===== src/rtl/hazard_pipe_ctrl_if.sv =====
// hazard_pipe_ctrl_if: ID-side request signals and the EX/MEM/WB view handed to forwarding_unit.
interface hazard_pipe_ctrl_if;
  logic [31:0] instruction_ID;
  logic        valid_ID;
  logic        RegWrite_ID;
  logic        MemRead_ID;
  logic        flush_EX;
  logic [31:0] instruction_EX;
  logic [31:0] instruction_MEM;
  logic [31:0] instruction_WB;
  logic        RegWrite_MEM;
  logic        RegWrite_WB;
  logic        stall_ID;
  logic        mul_busy;

  // Pipeline front end: drives the decoded instruction, observes stages and stalls.
  modport master (
    output instruction_ID, valid_ID, RegWrite_ID, MemRead_ID, flush_EX,
    input  instruction_EX, instruction_MEM, instruction_WB,
    input  RegWrite_MEM, RegWrite_WB, stall_ID, mul_busy
  );

  // Hazard controller side.
  modport slave (
    input  instruction_ID, valid_ID, RegWrite_ID, MemRead_ID, flush_EX,
    output instruction_EX, instruction_MEM, instruction_WB,
    output RegWrite_MEM, RegWrite_WB, stall_ID, mul_busy
  );
endinterface


===== src/rtl/hazard_pipe_ctrl.sv =====
// hazard_pipe_ctrl: holds the EX/MEM/WB instruction and RegWrite registers feeding
// forwarding_unit, stalls on load-use hazards and while a multi-cycle MUL sits in EX,
// inserts bubbles and applies branch flushes.
//
// The MUL wait is entered on the edge that loads the MUL into EX, so the FSM is in
// MUL_WAIT for the first MUL_LAT-1 EX cycles of the MUL (stall_ID and mul_busy high)
// and back in RUN for its last EX cycle, where the pipe advances normally. A second
// MUL arriving on that advance re-enters MUL_WAIT immediately, so there is no gap.
module hazard_pipe_ctrl #(
  parameter int          MUL_LAT = 3,
  parameter logic [31:0] NOP     = 32'h0000_0013
) (
  input logic               clk,
  input logic               rst,
  hazard_pipe_ctrl_if.slave bus
);

  typedef enum logic [0:0] {
    RUN      = 1'b0,
    MUL_WAIT = 1'b1
  } state_t;

  localparam bit         MUL_STALLS = (MUL_LAT > 1);
  localparam int         CNT_INIT_I = MUL_STALLS ? (MUL_LAT - 2) : 0;
  localparam logic [3:0] CNT_INIT   = CNT_INIT_I[3:0];

  // M-extension MUL: OP opcode with funct7 = 0000001.
  function automatic logic is_mul(input logic [31:0] ins);
    return (ins[6:0] == 7'b0110011) && (ins[31:25] == 7'b0000001);
  endfunction

  state_t      state_r, state_nx;
  logic [3:0]  cnt_r, cnt_nx;
  logic [31:0] ex_instr_r, ex_instr_nx;
  logic        ex_rw_r, ex_rw_nx;
  logic        ex_mr_r, ex_mr_nx;
  logic [31:0] mem_instr_r, mem_instr_nx;
  logic        mem_rw_r, mem_rw_nx;
  logic [31:0] wb_instr_r, wb_instr_nx;
  logic        wb_rw_r, wb_rw_nx;
  logic        mul_busy_r;
  logic        stall_s;
  logic        loaduse_s;
  logic [4:0]  rd_ex_s;

  // Load in EX whose destination is read by the instruction in ID (both rs fields checked).
  always_comb begin
    rd_ex_s   = ex_instr_r[11:7];
    loaduse_s = (state_r == RUN) && ex_mr_r && (rd_ex_s != 5'd0) && bus.valid_ID &&
                ((rd_ex_s == bus.instruction_ID[19:15]) || (rd_ex_s == bus.instruction_ID[24:20]));
  end

  // Next-state and next-stage selection: flush > load-use > normal in RUN; hold EX in MUL_WAIT.
  always_comb begin
    state_nx     = state_r;
    cnt_nx       = cnt_r;
    ex_instr_nx  = ex_instr_r;
    ex_rw_nx     = ex_rw_r;
    ex_mr_nx     = ex_mr_r;
    mem_instr_nx = ex_instr_r;
    mem_rw_nx    = ex_rw_r & (ex_instr_r[11:7] != 5'd0);
    wb_instr_nx  = mem_instr_r;
    wb_rw_nx     = mem_rw_r;
    stall_s      = 1'b0;
    case (state_r)
      RUN: begin
        if (bus.flush_EX) begin
          ex_instr_nx = NOP;
          ex_rw_nx    = 1'b0;
          ex_mr_nx    = 1'b0;
        end else if (loaduse_s) begin
          ex_instr_nx = NOP;
          ex_rw_nx    = 1'b0;
          ex_mr_nx    = 1'b0;
          stall_s     = 1'b1;
        end else if (bus.valid_ID) begin
          ex_instr_nx = bus.instruction_ID;
          ex_rw_nx    = bus.RegWrite_ID;
          ex_mr_nx    = bus.MemRead_ID;
          if (MUL_STALLS && is_mul(bus.instruction_ID)) begin
            state_nx = MUL_WAIT;
            cnt_nx   = CNT_INIT;
          end else begin
            state_nx = RUN;
            cnt_nx   = 4'd0;
          end
        end else begin
          ex_instr_nx = NOP;
          ex_rw_nx    = 1'b0;
          ex_mr_nx    = 1'b0;
        end
      end
      MUL_WAIT: begin
        stall_s      = 1'b1;
        mem_instr_nx = NOP;
        mem_rw_nx    = 1'b0;
        if (cnt_r == 4'd0) begin
          state_nx = RUN;
        end else begin
          cnt_nx = cnt_r - 4'd1;
        end
      end
      default: begin
        state_nx    = RUN;
        cnt_nx      = 4'd0;
        ex_instr_nx = NOP;
        ex_rw_nx    = 1'b0;
        ex_mr_nx    = 1'b0;
      end
    endcase
  end

  // Pipeline stage, FSM and busy-flag registers; reset turns every stage into a bubble.
  always_ff @(posedge clk or posedge rst) begin
    if (rst) begin
      state_r     <= RUN;
      cnt_r       <= 4'd0;
      ex_instr_r  <= NOP;
      ex_rw_r     <= 1'b0;
      ex_mr_r     <= 1'b0;
      mem_instr_r <= NOP;
      mem_rw_r    <= 1'b0;
      wb_instr_r  <= NOP;
      wb_rw_r     <= 1'b0;
      mul_busy_r  <= 1'b0;
    end else begin
      state_r     <= state_nx;
      cnt_r       <= cnt_nx;
      ex_instr_r  <= ex_instr_nx;
      ex_rw_r     <= ex_rw_nx;
      ex_mr_r     <= ex_mr_nx;
      mem_instr_r <= mem_instr_nx;
      mem_rw_r    <= mem_rw_nx;
      wb_instr_r  <= wb_instr_nx;
      wb_rw_r     <= wb_rw_nx;
      mul_busy_r  <= (state_nx == MUL_WAIT);
    end
  end

  assign bus.instruction_EX  = ex_instr_r;
  assign bus.instruction_MEM = mem_instr_r;
  assign bus.instruction_WB  = wb_instr_r;
  assign bus.RegWrite_MEM    = mem_rw_r;
  assign bus.RegWrite_WB     = wb_rw_r;
  assign bus.stall_ID        = stall_s & ~rst;
  assign bus.mul_busy        = mul_busy_r;

endmodule


===== src/flat_wrapper.sv =====
// flat-port wrapper written by rule: the top's interface ports become plain ports
module hazard_pipe_ctrl_flat 
#(
  parameter int          MUL_LAT = 3,
  parameter logic [31:0] NOP     = 32'h0000_0013
)
  (clk, rst, bus_instruction_ID, bus_valid_ID, bus_RegWrite_ID, bus_MemRead_ID, bus_flush_EX, bus_instruction_EX, bus_instruction_MEM, bus_instruction_WB, bus_RegWrite_MEM, bus_RegWrite_WB, bus_stall_ID, bus_mul_busy);
  hazard_pipe_ctrl_if bus_i ();
  input logic clk;
  input logic rst;
  input wire logic [$bits(bus_i.instruction_ID)-1:0] bus_instruction_ID;
  input wire logic [$bits(bus_i.valid_ID)-1:0] bus_valid_ID;
  input wire logic [$bits(bus_i.RegWrite_ID)-1:0] bus_RegWrite_ID;
  input wire logic [$bits(bus_i.MemRead_ID)-1:0] bus_MemRead_ID;
  input wire logic [$bits(bus_i.flush_EX)-1:0] bus_flush_EX;
  output wire logic [$bits(bus_i.instruction_EX)-1:0] bus_instruction_EX;
  output wire logic [$bits(bus_i.instruction_MEM)-1:0] bus_instruction_MEM;
  output wire logic [$bits(bus_i.instruction_WB)-1:0] bus_instruction_WB;
  output wire logic [$bits(bus_i.RegWrite_MEM)-1:0] bus_RegWrite_MEM;
  output wire logic [$bits(bus_i.RegWrite_WB)-1:0] bus_RegWrite_WB;
  output wire logic [$bits(bus_i.stall_ID)-1:0] bus_stall_ID;
  output wire logic [$bits(bus_i.mul_busy)-1:0] bus_mul_busy;
  assign bus_i.instruction_ID = bus_instruction_ID;
  assign bus_i.valid_ID = bus_valid_ID;
  assign bus_i.RegWrite_ID = bus_RegWrite_ID;
  assign bus_i.MemRead_ID = bus_MemRead_ID;
  assign bus_i.flush_EX = bus_flush_EX;
  assign bus_instruction_EX = bus_i.instruction_EX;
  assign bus_instruction_MEM = bus_i.instruction_MEM;
  assign bus_instruction_WB = bus_i.instruction_WB;
  assign bus_RegWrite_MEM = bus_i.RegWrite_MEM;
  assign bus_RegWrite_WB = bus_i.RegWrite_WB;
  assign bus_stall_ID = bus_i.stall_ID;
  assign bus_mul_busy = bus_i.mul_busy;
  hazard_pipe_ctrl #(.MUL_LAT(MUL_LAT), .NOP(NOP)) u_core (.clk(clk), .rst(rst), .bus(bus_i));
endmodule

===== config.mk =====
export PLATFORM = sky130hd
export DESIGN_NAME = hazard_pipe_ctrl_flat
export DESIGN_NICKNAME = d
export VERILOG_FILES = /design/src/rtl/hazard_pipe_ctrl_if.sv /design/src/rtl/hazard_pipe_ctrl.sv /design/src/flat_wrapper.sv
export SDC_FILE = /design/constraint.sdc
export NUM_CORES = 1
export LEC_CHECK = 0
export ABC_AREA = 1
export CORE_MARGIN = 5
export CORE_UTILIZATION = 55
export CTS_CLUSTER_DIAMETER = 80
export DETAILED_ROUTE_END_ITERATION = 6
export DONT_BUFFER_PORTS = 1
export PLACE_DENSITY = 0.76
export SYNTH_ARGS = -nofsm -noshare
export SYNTH_HDL_FRONTEND = slang
export SYNTH_SLANG_ARGS = --single-unit

===== constraint.sdc =====
create_clock -name clk -period 3.3 [get_ports clk]
set_clock_uncertainty 0.05 [all_clocks]
set_input_delay 0.495 -clock clk [delete_from_list [all_inputs] [get_ports clk]]
set_output_delay 0.495 -clock clk [all_outputs]
set_load 0.1 [all_outputs]

# Word level (Yosys, flattened, before mapping)
# Index checks and enable logic that the tools add are counted.
dict set report word_totals {
  register_bits 105
  inputBits 38
  out_inout_bits 100
  elab_cells 57
}
dict set report op_classes {
  n_addsub 1
  n_eq_ne 8
  muxes 26
  bitwise 4
  n_reduce_logical 9
}
# op n
set op_table {}
lappend op_table {{2-to-1 mux 32 bit} 4}
lappend op_table {{2-to-1 mux 4 bit} 4}
lappend op_table {{2-to-1 mux 1 bit} 15}
lappend op_table {{equality test 5 bit} 2}
lappend op_table {{inequality test 2 bit, second input constant} 4}
lappend op_table {{case mux 4 bit (2 select lines)} 1}
lappend op_table {{equality test 7 x 1 -> 1 bit, second input constant} 1}
lappend op_table {{equality test 7 x 6 -> 1 bit, second input constant} 1}
lappend op_table {{logical AND 1 bit} 5}
lappend op_table {{nonzero test 5 bit} 1}
lappend op_table {{zero test 4 bit} 1}
lappend op_table {{case mux 1 bit (2 select lines)} 2}
lappend op_table {{AND reduction 4 bit} 1}
lappend op_table {{subtractor 4 x 1 -> 4 bit, second input constant} 1}
lappend op_table {{AND 1 bit} 2}
lappend op_table {{inverter 1 bit} 2}
lappend op_table {{logical OR 1 bit} 1}

# Longest topological paths before layout
dict set report depth {
  ltp_word 9
  depth_mapped 12
  mapped_depth_nobuf 11
}

# Least setup slack after synthesis
# OpenSTA, ideal clock, no wires.
dict set report synth_timing {
  kind {input to output}
  from {input port rst}
  to {output port bus_stall_ID}
  arrival_ps 4344
  t_required_ps 2755
  slack_ps -1589
  cell_stages 3
  path_cell_list {inv_1 nand2_1 a21oi_1}
}
dict set report synth_between {
  elab_chain_len 2
}
# element line_no
set synth_lines {}
lappend synth_lines {{start: declaration} flat_wrapper.sv:10} ;# input logic rst;
lappend synth_lines {{inverter 1 bit} hazard_pipe_ctrl.sv:145} ;# assign bus.stall_ID = stall_s & ~rst;
lappend synth_lines {{AND 1 bit} hazard_pipe_ctrl.sv:145}
lappend synth_lines {{end: declaration} flat_wrapper.sv:21} ;# output wire logic [$bits(bus_i.stall_ID)-1:0] bus_stall_ID;
# Every way passes these cells.

# Final worst setup path
dict set report layout_timing {
  from {register u_core.state_r}
  to {output port bus_stall_ID}
}
dict set report layout_between {
  elab_chain_len 9
}
# element line_no
set layout_lines {}
lappend layout_lines {{start: declaration} hazard_pipe_ctrl.sv:32} ;# state_t state_r, state_nx;
lappend layout_lines {{start signal: assignment} hazard_pipe_ctrl.sv:127} ;# state_r <= state_nx;
lappend layout_lines {{inverter 1 bit} --}
lappend layout_lines {{logical AND 1 bit (4 in series)} hazard_pipe_ctrl.sv:49} ;# loaduse_s = (state_r == RUN) && ex_mr_r && (rd_ex_s != 5'd0) && bus.valid_ID &&
lappend layout_lines {{2-to-1 mux 1 bit} hazard_pipe_ctrl.sv:71} ;# end else if (loaduse_s) begin
lappend layout_lines {{2-to-1 mux 1 bit} hazard_pipe_ctrl.sv:67} ;# if (bus.flush_EX) begin
lappend layout_lines {{case mux 1 bit (2 select lines) (*)} hazard_pipe_ctrl.sv:65} ;# case (state_r)
lappend layout_lines {{AND 1 bit (*)} hazard_pipe_ctrl.sv:145}
# Mark *: on every way between the ends. The rest lies on a longest branch, timed or not.

==> flow_summary.json <==
{
  "synthMuxAreaShare_pct": 0,
  "path_common_cell": "nand2_2",
  "htree_levels": 3,
  "synthAdderAreaFrac_pct": 0.339,
  "post-dp-hpwl_um": 5820,
  "seq_area_mm2": 0.00264,
  "setup_viol": 0,
  "yosys.area.top_type": "dfrtp_1",
  "start_kind": "flop",
  "place_ws_ns": 1.06,
  "r2r_end": "u_core.bus.instruction_EX[4]$_DFFE_PP1N_",
  "synth_top_area_share_pct": 65.1,
  "grt_util_met1_pct": 21.8,
  "antenna_found_initial": 0,
  "cts_resized": 0,
  "worstSetupPathType": "reg -> out",
  "track_usage_pct": 19.8,
  "grt_start_max_net_pins": 57,
  "worstMarginPinSlew_ns": 0.946,
  "area_delta_synth_final_pct": 8.58,
  "rsz0062_at_grt": "false",
  "die_w_um": 91.9,
  "crit_required_ns": 2.75,
  "leakagePower_nw": 2.10,
  "synth_cells": 335,
  "ys_types": 27,
  "cp_slowest_cell": "dfrtp_2",
  "synthFlopType": "dfrtp_1",
  "crit_path_cell_trace": "inv_2, o21ai_1, nor2_1, nand2_2, nand2_2, nand2_1, a21oi_2, buf_12",
  "yosysWarnings": 0,
  "place.gp.congestion": 0.808,
  "grt_overflow": 0,
  "n_fill_cell": 533,
  "cp_max_fo": 18,
  "wl_per_cell_um": 18.9,
  "synth-xor-area-share_pct": 0.475,
  "worstSkewPairLatency_ns": 0.36,
  "route.detailed.drc": 0,
  "routed_wl_um": 8090,
  "hold_depth": 2,
  "status": "finished, final reports clean",
  "end_kind": "output pin",
  "dieArea_mm2": 0.00845,
  "rr_startpoint": "u_core.bus.instruction_EX[7]$_DFFE_PP0N_",
  "clk_pin_slew_worst_paths_ns": 0.10,
  "hp-class": "in -> reg",
  "ys_seq_area_share_pct": 71.5,
  "die_h_um": 91.9,
  "layout_setup_ws_ns": 0.655,
  "slew_violations": 0,
  "cellPowerDensity_mw_per_mm2": 630,
  "ff2ff_path_depth": 8,
  "core_mm2": 0.00642,
  "synth_nets": 374,
  "synth_compound_gate_area_share_pct": 6.75,
  "std_cell_rows": 29,
  "clockRootBuffer": "clkbuf_8",
  "ios": 138,
  "nets": 384,
  "synth_edf_count": 0,
  "max-clock-path-buffers": 2,
  "busiest_layer": "met2",
  "post-route-period-util_pct": 80.2,
  "reg2reg_setup_slack_ns": 1.19,
  "max_stage_delay_ns": 0.42,
  "met2_usage_pct": 33.7,
  "cts_tree": "built",
  "drt_iter0_drc": 150,
  "synth_common_cells": "dfrtp_1, inv_1, nand2_1",
  "avgSynthCellArea_um2": 11.0,
  "tns_ns": 0,
  "holdPathEnd": "u_core.bus.instruction_EX[7]$_DFFE_PP0N_",
  "vias": 2303,
  "grt_pass1_wl_um": 12800,
  "layout-drive-gt1-share_pct": 15.4,
  "synth_most_common_cell": "dfrtp_1",
  "yosys.area_share.simple_pct": 12.9,
  "grt_use_met3_pct": 8.92,
  "drv_cap": 0,
  "synth_area_leaders": "dfrtp_1, dfstp_2, inv_1",
  "place_inst": 411,
  "ys_ff_latch": 105,
  "ant_nets": 0,
  "cts_buffers": 9,
  "finalHoldViolCount": 0,
  "multi_input_area_um2": 761,
  "arrival_ns": 2.10,
  "syn-cell-area_mm2": 0.00369,
  "port_buffers": 0,
  "cts_sinks": 105,
  "vdd_drop_max_mv": 0.343,
  "grt_pass1_vias": 2441,
  "cts-hold-fix-buffers": 0,
  "initial_core_util_pct": 57.5,
  "fin_cells": 427,
  "firstDrtPassIters": 4,
  "antenna_cells": 0,
  "postCtsSetupRepairBufs": 0,
  "min_from": "bus_instruction_ID[7]",
  "startpoint": "u_core.state_r$_DFF_PP0_",
  "fmax_ghz": 0.378,
  "synth_top_family_by_area": "simple AND/OR/NAND/NOR gates",
  "worst_slew_margin_rel_pct": 37.0,
  "ys_async_sr_fraction_pct": 100,
  "period_minus_slack_ns": 2.65,
  "via_per_inst": 5.39
}
-- worst max-delay path by stage --
| stage | end | slack, ns | cells past startpoint |
|---|---|---|---|
| after floorplan | bus_stall_ID | 0.12 | 3 |
| after CTS | bus_stall_ID | 0.65 | 8 |
| final | bus_stall_ID | 0.65 | 8 |
| after global routing | bus_stall_ID | 0.49 | 8 |
| after detailed placement | bus_stall_ID | 1.06 | 11 |
| after global placement | bus_stall_ID | 1.11 | 8 |
-- stage by stage --
step           total power, mW  area [µm²]  utilization, %  hold WS (ns)
3_3_place_gp              1.83        3830            59.6         0.423
4_1_cts                   2.54        4010            62.4         0.207
2_1_floorplan             1.80        3700               -         0.409
3_5_place_dp              1.84        3830            59.6         0.434
5_1_grt                   2.62        4010            62.4         0.200
6_report                  2.53        4010            62.4         0.214
-- layout by cell type (no fill, tap or decap), drive strengths merged --
| master | instances |
|---|---|
| a21oi | 3 |
| and3 | 1 |
| buf | 11 |
| clkbuf | 9 |
| clkinv | 4 |
| clkinvlp | 3 |
| dfrtp | 96 |
| dfstp | 9 |
| ha | 1 |
| inv | 62 |
| nand2 | 50 |
| nand3 | 8 |
| nand4 | 4 |
| nor2 | 44 |
| nor3 | 1 |
| nor4 | 1 |
| o21ai | 4 |
| o21bai | 3 |
| o22ai | 30 |
| or2 | 4 |
| xnor2 | 2 |
-- metal layers --
metal | part of all wire, % | wire length (µm) | vias up
met5 | 0 | 0 | -
met4 | 1.7 | 136 | 0
met3 | 9.9 | 800 | 13
met2 | 51 | 4100 | 95
met1 | 38 | 3050 | 1142
li1 | - | - | 1053
-- sequential cells by signal, indices dropped and copies added (netlist names) --
signal	flops
u_core.bus.RegWrite_MEM	1
u_core.bus.RegWrite_WB	1
u_core.bus.instruction_EX	32
u_core.bus.instruction_MEM	32
u_core.bus.instruction_WB	32
u_core.cnt_r	4
u_core.ex_mr_r	1
u_core.ex_rw_r	1
u_core.state_r	1
-- power breakdown --
part	switching (mW)	total (mW)	internal, mW
sequential	0.363	1.69	1.33
combinational	0.0869	0.117	0.0301
clock	0.436	0.716	0.280
-- worst max-delay path: cells and delay by family (launching register included) --
kind	cells	cell delay, ns
and+or+nand+nor	4	0.53
DFF	1	0.42
AOI/OAI and AO/OA	2	0.33
buffers and inverters	2	0.47
-- kinds of logic after synthesis --
| logic type | Yosys count |
|---|---|
| AOI/OAI and AO/OA | 40 |
| xor gates and xnor gates | 2 |
| and+or+nand+nor | 113 |
| buffers and inverters | 74 |
| adders and majority gates | 1 |
| DFF | 105 |
-- cell type report --
cell class / count / area share (%)
Clock buffer: 9 / 3.09
Clock inverter: 7 / 1.37
Inverter: 62 / 5.90
Multi-Input combinational cell: 156 / 19.0
Sequential cell: 105 / 65.9
Tap cell: 77 / 2.40
Timing Repair Buffer: 11 / 2.37
Power figures use the tool's default switching activity.
